--- src/rtl/pipe_pkg.sv ---
// Shared types and MEM/WB payload layout for the pipeline stage buffers.
// The MEM/WB word packs {halt, we, rw[3:0], a[31:0], w[31:0]} from MSB to LSB.
package pipe_pkg;

  typedef enum logic [1:0] {
    EMPTY  = 2'd0,
    ONE    = 2'd1,
    FULL   = 2'd2,
    HALTED = 2'd3
  } pipe_state_t;

  localparam int unsigned MEMWB_W        = 70;
  localparam int unsigned MEMWB_HALT_BIT = 69;

  localparam int unsigned MEMWB_W_LSB  = 0;
  localparam int unsigned MEMWB_A_LSB  = 32;
  localparam int unsigned MEMWB_RW_LSB = 64;
  localparam int unsigned MEMWB_WE_BIT = 68;

  function automatic logic [MEMWB_W-1:0] memwb_pack(
    input logic        halt,
    input logic        we,
    input logic [3:0]  rw,
    input logic [31:0] a,
    input logic [31:0] w
  );
    return {halt, we, rw, a, w};
  endfunction

endpackage

--- src/rtl/pipe_stage_buf_if.sv ---
// One valid/ready/data link between two pipeline stages.
// The producer side uses the master modport, the consumer side the slave modport.
interface pipe_stage_buf_if #(
  parameter int unsigned DATA_W = 70
);
  logic              valid;
  logic              ready;
  logic [DATA_W-1:0] data;

  modport master (output valid, output data, input ready);
  modport slave  (input valid, input data, output ready);
endinterface

--- src/rtl/pipe_sat_cnt.sv ---
// Saturating up-counter used for stage performance statistics.
module pipe_sat_cnt #(
  parameter int unsigned CNT_W = 32
) (
  input  logic             clk,
  input  logic             clear,
  input  logic             inc,
  output logic [CNT_W-1:0] cnt
);

  logic [CNT_W-1:0] cnt_q, cnt_d;

  always_comb begin
    cnt_d = cnt_q;
    if (inc && (cnt_q != '1)) cnt_d = cnt_q + CNT_W'(1);
  end

  always_ff @(posedge clk) begin
    if (clear) cnt_q <= '0;
    else       cnt_q <= cnt_d;
  end

  assign cnt = cnt_q;

endmodule

--- src/rtl/pipe_stage_buf.sv ---
// Generic inter-stage pipeline buffer with a 2-entry skid, flush and sticky halt.
// Optional stall/bubble counters are built when PIPE_PERF_EN is defined.
module pipe_stage_buf
  import pipe_pkg::*;
#(
  parameter int unsigned DATA_W   = MEMWB_W,
  parameter int unsigned HALT_BIT = MEMWB_HALT_BIT,
  parameter bit          HALT_EN  = 1'b1
`ifdef PIPE_PERF_EN
  ,
  parameter int unsigned CNT_W    = 32
`endif
) (
  input  logic                     clk,
  input  logic                     rst,
  input  logic                     flush,
  pipe_stage_buf_if.slave          in_if,
  pipe_stage_buf_if.master         out_if,
  output logic                     halted
`ifdef PIPE_PERF_EN
  ,
  output logic [CNT_W-1:0]         stall_cnt,
  output logic [CNT_W-1:0]         bubble_cnt
`endif
);

  pipe_state_t       state_q, state_d;
  logic [DATA_W-1:0] main_q, main_d;
  logic [DATA_W-1:0] skid_q, skid_d;
  logic              in_ready_q;
  logic              in_fire, out_fire, halt_hit;

  assign out_if.valid = (state_q == ONE) || (state_q == FULL);
  assign out_if.data  = main_q;
  assign in_if.ready  = in_ready_q;
  assign halted       = (state_q == HALTED);

  assign in_fire  = in_if.valid && in_ready_q;
  assign out_fire = out_if.valid && out_if.ready;
  assign halt_hit = HALT_EN && out_fire && main_q[HALT_BIT];

  // NOTE: every output of this block gets a default first so no path infers a latch.
  always_comb begin
    state_d = state_q;
    main_d  = main_q;
    skid_d  = skid_q;
    if (state_q == HALTED) begin
      state_d = HALTED;
    end else if (flush) begin
      state_d = EMPTY;
      main_d  = '0;
      skid_d  = '0;
    end else if (halt_hit) begin
      state_d = HALTED;
      main_d  = '0;
      skid_d  = '0;
    end else begin
      unique case (state_q)
        EMPTY: if (in_fire) begin
          state_d = ONE;
          main_d  = in_if.data;
        end
        ONE: begin
          if (in_fire && out_fire) begin
            main_d = in_if.data;
          end else if (in_fire) begin
            state_d = FULL;
            skid_d  = in_if.data;
          end else if (out_fire) begin
            state_d = EMPTY;
            main_d  = '0;
          end
        end
        FULL: if (out_fire) begin
          state_d = ONE;
          main_d  = skid_q;
          skid_d  = '0;
        end
        default: state_d = state_q;
      endcase
    end
  end

  // in_ready is registered from the next state so it never depends on out_ready.
  // NOTE: sequential state uses non-blocking assignments so all registers update together.
  // NOTE: payload registers are reset too, because an idle stage must present a zero bubble.
  always_ff @(posedge clk) begin
    if (rst) begin
      state_q    <= EMPTY;
      main_q     <= '0;
      skid_q     <= '0;
      in_ready_q <= 1'b0;
    end else begin
      state_q    <= state_d;
      main_q     <= main_d;
      skid_q     <= skid_d;
      in_ready_q <= (state_d == EMPTY) || (state_d == ONE);
    end
  end

`ifdef PIPE_PERF_EN
  pipe_sat_cnt #(.CNT_W(CNT_W)) u_stall_cnt (
    .clk   (clk),
    .clear (rst),
    .inc   (out_if.valid && !out_if.ready),
    .cnt   (stall_cnt)
  );

  pipe_sat_cnt #(.CNT_W(CNT_W)) u_bubble_cnt (
    .clk   (clk),
    .clear (rst),
    .inc   (!out_if.valid && !halted),
    .cnt   (bubble_cnt)
  );
`endif

endmodule

--- src/flat_wrapper.sv ---
// flat-port wrapper written by rule: the top's interface ports become plain ports
module pipe_stage_buf_flat import pipe_pkg::*;
#(
  parameter int unsigned DATA_W   = MEMWB_W,
  parameter int unsigned HALT_BIT = MEMWB_HALT_BIT,
  parameter bit          HALT_EN  = 1'b1

)
  (clk, rst, flush, halted, in_if_valid, in_if_data, in_if_ready, out_if_valid, out_if_data, out_if_ready);
  pipe_stage_buf_if #(.DATA_W(DATA_W)) in_if_i ();
  pipe_stage_buf_if #(.DATA_W(DATA_W)) out_if_i ();
  input  logic clk;
  input  logic rst;
  input  logic flush;
  output logic halted;
  input wire logic [$bits(in_if_i.valid)-1:0] in_if_valid;
  input wire logic [$bits(in_if_i.data)-1:0] in_if_data;
  output wire logic [$bits(in_if_i.ready)-1:0] in_if_ready;
  output wire logic [$bits(out_if_i.valid)-1:0] out_if_valid;
  output wire logic [$bits(out_if_i.data)-1:0] out_if_data;
  input wire logic [$bits(out_if_i.ready)-1:0] out_if_ready;
  assign in_if_i.valid = in_if_valid;
  assign in_if_i.data = in_if_data;
  assign in_if_ready = in_if_i.ready;
  assign out_if_valid = out_if_i.valid;
  assign out_if_data = out_if_i.data;
  assign out_if_i.ready = out_if_ready;
  pipe_stage_buf #(.DATA_W(DATA_W), .HALT_BIT(HALT_BIT), .HALT_EN(HALT_EN)) u_core (.clk(clk), .rst(rst), .flush(flush), .in_if(in_if_i), .out_if(out_if_i), .halted(halted));
endmodule
--- config.mk ---
export PLATFORM = sky130hd
export DESIGN_NAME = pipe_stage_buf_flat
export DESIGN_NICKNAME = d
export VERILOG_FILES = /design/src/rtl/pipe_pkg.sv /design/src/rtl/pipe_stage_buf_if.sv /design/src/rtl/pipe_sat_cnt.sv /design/src/rtl/pipe_stage_buf.sv /design/src/flat_wrapper.sv
export SDC_FILE = /design/constraint.sdc
export NUM_CORES = 1
export LEC_CHECK = 0
export ABC_AREA = 1
export CAP_MARGIN = 10
export CORE_MARGIN = 10
export CORE_UTILIZATION = 50
export DETAILED_ROUTE_END_ITERATION = 7
export GPL_TIMING_DRIVEN = 0
export PLACE_DENSITY = 0.83
export SLEW_MARGIN = 20
export SYNTH_ARGS = -nofsm -noshare
export SYNTH_HDL_FRONTEND = slang
export SYNTH_SLANG_ARGS = --single-unit
--- constraint.sdc ---
create_clock -name clk -period 6.23 [get_ports clk]
set_clock_uncertainty 0.2 [all_clocks]
set_input_delay 0.9345 -clock clk [delete_from_list [all_inputs] [get_ports clk]]
set_output_delay 0.9345 -clock clk [all_outputs]
set_load 0.02 [all_outputs]
==> results of run 1 <==
==> sequential cells by signal, indices dropped and copies added (netlist names) <==
name                cells
u_core.state_q          2
u_core.skid_q          70
u_core.in_if.ready      1
u_core.out_if.data     70
==> through the flow <==
step           cell area (um^2)  setup WS, ns  utilization (%)  instances
2_1_floorplan              6660          4.06                -       1055
3_3_place_gp               8350          3.06             63.6       1378
3_5_place_dp               8350          3.00             63.6       1378
4_1_cts                    8900          3.10             67.8       1409
5_1_grt                    8900          3.00             67.8       1409
6_report                   8900          3.12             67.8       1409
==> metal layers <==
| metal | share of wire [%] | up-vias | global-route usage (%) | routed length (um) |
|---|---|---|---|---|
| li1 | - | 3597 | - | - |
| met1 | 43 | 3218 | 26.9 | 8600 |
| met2 | 47 | 246 | 35.5 | 9410 |
| met3 | 8.2 | 38 | 7.05 | 1660 |
| met4 | 2.2 | 0 | 8.01 | 442 |
| met5 | 0 | - | 0 | 0 |
==> worst paths after layout <==
kind,end,slack [ns],depth (start not counted)
worst max-delay path,out_if_valid,3.12,3
worst min register to register,u_core.out_if.data[33]$_SDFFE_PP0P_,0.26,2
worst max register to register,u_core.out_if.data[12]$_SDFFE_PP0P_,3.55,10
worst min-delay path,u_core.out_if.data[33]$_SDFFE_PP0P_,0.26,2
==> synthesized netlist by cell type, drive strengths merged <==
cell,n,share of area [%]
a21oi,113,8.5
buf,31,3.0
clkbuf,41,2.3
dfxtp,143,43
ha,4,0.75
inv,54,3.0
nand2,482,27
nand3,77,5.9
nand3b,1,0.11
nor2,107,6.1
o21ai,2,0.15
==> cell families after synthesis <==
logic type | after synthesis | share of synthesized area [%]
DFF | 143 | 43.0
AOI/OAI and AO/OA | 115 | 8.64
buffers and inverters | 126 | 8.32
adders and majority gates | 4 | 0.752
and+or+nand+nor | 667 | 39.3
==> critical path, cell delays in order, from the launching register on <==
cell,delay [ns]
dfxtp_1,0.38
inv_1,0.08
ha_1,0.41
clkdlybuf4s50_1,0.68
==> area by class of cell <==
class | count | area, um^2 | area share (%)
plain buffers | 72 | 352 | 3.95
clock buffers | 24 | 492 | 5.52
clock inverters | 7 | 60.1 | 0.675
inverters | 54 | 203 | 2.28
multi-input cells | 786 | 3240 | 36.4
flip-flops and latches | 143 | 2860 | 32.2
well taps | 176 | 220 | 2.47
repair buffers | 147 | 1470 | 16.5
==> power by group <==
group	internal (uW)	switching [uW]	leakage, uW
registers	983	35.3	0.00118
clock network	584	368	0.000279
logic	183	258	0.00255
total	1750	662	0.00400
==> flow_metrics.tcl, run 1 <==
set metrics [dict create \
    status "completed" \
    period_minus_slack_ns 3.11 \
    cts_tree "yes" \
    detail-route-antenna-nets 0 \
    grt_util_all_layers_pct 22.0 \
    cts_root_buffer "clkbuf_16" \
    hold_slack_ns 0.263 \
    die_area_mm2 0.0183 \
    io_pins 148 \
    ctsHoldBuffers 0 \
    ctsResizeCount 0 \
    maxCapViolCount 0 \
    syn_nets 1134 \
    startpoint_type "register" \
    drtPass1Iterations 5 \
    cp_data_arrival_time_ns 1.98 \
    cp.required_ns 5.10 \
    clkSinkCount 143 \
    grt_pass1_vias 6757 \
    setup_viol 0 \
    chipWidth_um 135 \
    leakage_uw 0.00400 \
    syn_avg_cell_area_um2 6.31 \
    relSlewSlack_pct 52.0 \
    wl_mm 20.1 \
    slew_viol_final 0 \
    crit_type "register to output port" \
    grt_start_max_net_pins 17 \
    seq_area_frac_synth_pct 43.0 \
    finalPower_uw 2410 \
    rows 42 \
    floorplan.initialDensity_pct 50.7 \
    worstSkewPairLatency_ns 0.42 \
    period_share_pct 49.9 \
    nFillCells 1167 \
    final_common_cell "nand2_1" \
    p_per_area_mw_per_mm2 271 \
    cts_setup_buffers 0 \
    startpoint "u_core.state_q[1]$_SDFF_PP0_" \
    drcViolationCount 0 \
    place.port_buffers 147 \
    worst-path-max-fanout 6 \
    ir_drop_mv 0.200 \
    ys_ff_latch 143 \
    clk_pin_slew_ns 0.05 \
    place_congestion 0.857 \
    min_from "u_core.out_if.data[33]$_SDFFE_PP0P_" \
    vias 7099 \
    wire_per_inst_um 14.3 \
    drive_gt1_share_pct 5.35 \
    drt-vias-per-instance 5.04 \
    rsz0062_at_grt "no" \
    antenna_cells 0 \
    syn_to_final_growth_pct 33.7 \
    die_y_um 135 \
    dp_hpwl_mm 14.2 \
    grt_pass1_wl_mm 33.0 \
    tightestPinTransition_ns 0.720 \
    layout_common_cells "nand2_1 (482), clkdlybuf4s50_1 (147), dfxtp_1 (143)" \
    synth_cell_type_count 17 \
    h-tree-depth 4 \
    tns_ns 0 \
    core_area_mm2 0.0131 \
    r2r_start "u_core.state_q[1]$_SDFF_PP0_" \
    synth_area_mm2 0.00666 \
    worstSetupEndpointType "output port" \
    hold_viol 0 \
    hold_class "register to register" \
    drt_iter0_drc 623 \
    grt_overflow_total 0 \
    clk_path_buf_depth 2 \
    synth_warnings 0 \
    syn-instance-count 1055 \
    cts_inserted_buffers 17 \
    fmax_mhz 322 \
    finalNetCount 1300 \
    antenna_found_initial 0 \
]
No activity file was read; power rests on OpenSTA's default activity.
==> inputs of run 2 (changes only) <==
==> constraint.sdc (replaced) <==
create_clock -name clk -period 2.9 [get_ports clk]
set_clock_uncertainty 0.2 [all_clocks]
set_input_delay 0.435 -clock clk [delete_from_list [all_inputs] [get_ports clk]]
set_output_delay 0.435 -clock clk [all_outputs]
set_load 0.02 [all_outputs]
==> flow_metrics.tcl, run 2 (synthesis gave the netlist of run 1 again) <==
set metrics [dict create \
    status "completed" \
    drive_gt1_share_pct 5.35 \
    setup_viol 0 \
    dp_hpwl_mm 14.2 \
    drcViolationCount 0 \
    ctsResizeCount 0 \
    place.port_buffers 147 \
    clk_pin_slew_ns 0.05 \
    chipWidth_um 135 \
    syn_to_final_growth_pct 33.7 \
    antenna_cells 0 \
    finalNetCount 1300 \
    antenna_found_initial 0 \
    drt_iter0_drc 623 \
    vias 7103 \
    die_area_mm2 0.0183 \
    final_common_cell "nand2_1" \
    layout_common_cells "nand2_1 (482), clkdlybuf4s50_1 (147), dfxtp_1 (143)" \
    drt-vias-per-instance 5.04 \
    relSlewSlack_pct 51.9 \
    drtPass1Iterations 5 \
    cts_inserted_buffers 17 \
    io_pins 148 \
    period_share_pct 91.7 \
    wl_mm 20.1 \
    grt_overflow_total 0 \
    grt_start_max_net_pins 17 \
    clkSinkCount 143 \
    startpoint "u_core.state_q[1]$_SDFF_PP0_" \
    maxCapViolCount 0 \
    startpoint_type "register" \
    cp_data_arrival_time_ns 2.75 \
    place_inst 1378 \
    worstSkewPairLatency_ns 0.42 \
    rows 42 \
    tightestPinTransition_ns 0.721 \
    grt_pass1_wl_mm 33.0 \
    finalPower_uw 5180 \
    cp.required_ns 2.99 \
    clk_path_buf_depth 2 \
    crit_type "register to register" \
    place_congestion 0.857 \
    hold_viol 0 \
    fin_ws_ns 0.240 \
    reg2reg_setup_slack_ns 0.24 \
    dp_slack_ns 0.171 \
    min_from "u_core.out_if.data[33]$_SDFFE_PP0P_" \
    ctsHoldBuffers 0 \
    cts_root_buffer "clkbuf_16" \
    floorplan.initialDensity_pct 50.7 \
    grt_pass1_vias 6757 \
    die_y_um 135 \
    hold_class "register to register" \
    p_per_area_mw_per_mm2 582 \
    hold_slack_ns 0.263 \
    ir_drop_mv 0.431 \
    h-tree-depth 4 \
    grt_util_all_layers_pct 22.0 \
    r2r_start "u_core.state_q[1]$_SDFF_PP0_" \
    tns_ns 0 \
    fmax_mhz 376 \
    period_minus_slack_ns 2.66 \
    worst-path-max-fanout 10 \
    leakage_uw 0.00400 \
    worstSetupEndpointType "register" \
    fin_cells 1409 \
    rsz0062_at_grt "no" \
    detail-route-antenna-nets 0 \
    core_area_mm2 0.0131 \
    slew_viol_final 0 \
    cts_setup_buffers 0 \
    cts_tree "yes" \
    wire_per_inst_um 14.3 \
]
-- run 2: cell counts in the layout (fill, tap and decap cells not counted) --
No cell type changed its count.
-- run 2: layout make-up --
class,instances,area [um^2]
Buffer,72,352
Clock buffer,24,492
Clock inverter,7,60.1
Fill cell,1167,4240
Inverter,54,203
Multi-Input combinational cell,786,3240
Sequential cell,143,2860
Tap cell,176,220
Timing Repair Buffer,147,1470
-- run 2: stage by stage --
| stage | utilization, % | area [um^2] |
|---|---|---|
| 2_1_floorplan | - | 6660 |
| 3_3_place_gp | 63.6 | 8350 |
| 3_5_place_dp | 63.6 | 8350 |
| 4_1_cts | 67.8 | 8900 |
| 5_1_grt | 67.8 | 8900 |
| 6_report | 67.8 | 8900 |
-- run 2: critical path: stages (launching register included) --
cell and delay (ns):
dfxtp_1 0.38, inv_1 0.08, ha_1 0.41, nand2_1 0.19, nand3_1 0.13, nand3_1 0.12, nor2_4 0.32, inv_2 0.21
clkbuf_1 0.29, nand2_1 0.13, a21oi_1 0.06
-- run 2: path summary, 6_finish.rpt --
path                                              end  cells after the start
setup / recovery  u_core.out_if.data[12]$_SDFFE_PP0P_                     10
hold / removal    u_core.out_if.data[33]$_SDFFE_PP0P_                      2
setup reg to reg  u_core.out_if.data[12]$_SDFFE_PP0P_                     10
hold reg to reg   u_core.out_if.data[33]$_SDFFE_PP0P_                      2
-- run 2: where the power goes --
group / total [uW] / leakage (uW) / switching, uW / internal (uW)
sequential: 2190 / 0.00118 / 75.7 / 2110
clock: 2040 / 0.000279 / 790 / 1250
combinational: 948 / 0.00255 / 555 / 393
total: 5180 / 0.00400 / 1420 / 3760
-- run 2: layer usage --
layer  GRT usage, %  routed length (um)  part of all wire, %
met1           26.9                8590                   43
met2           35.5                9390                   47
met3           7.05                1650                  8.2
met4           8.01                 457                  2.3
met5              0                   0                    0
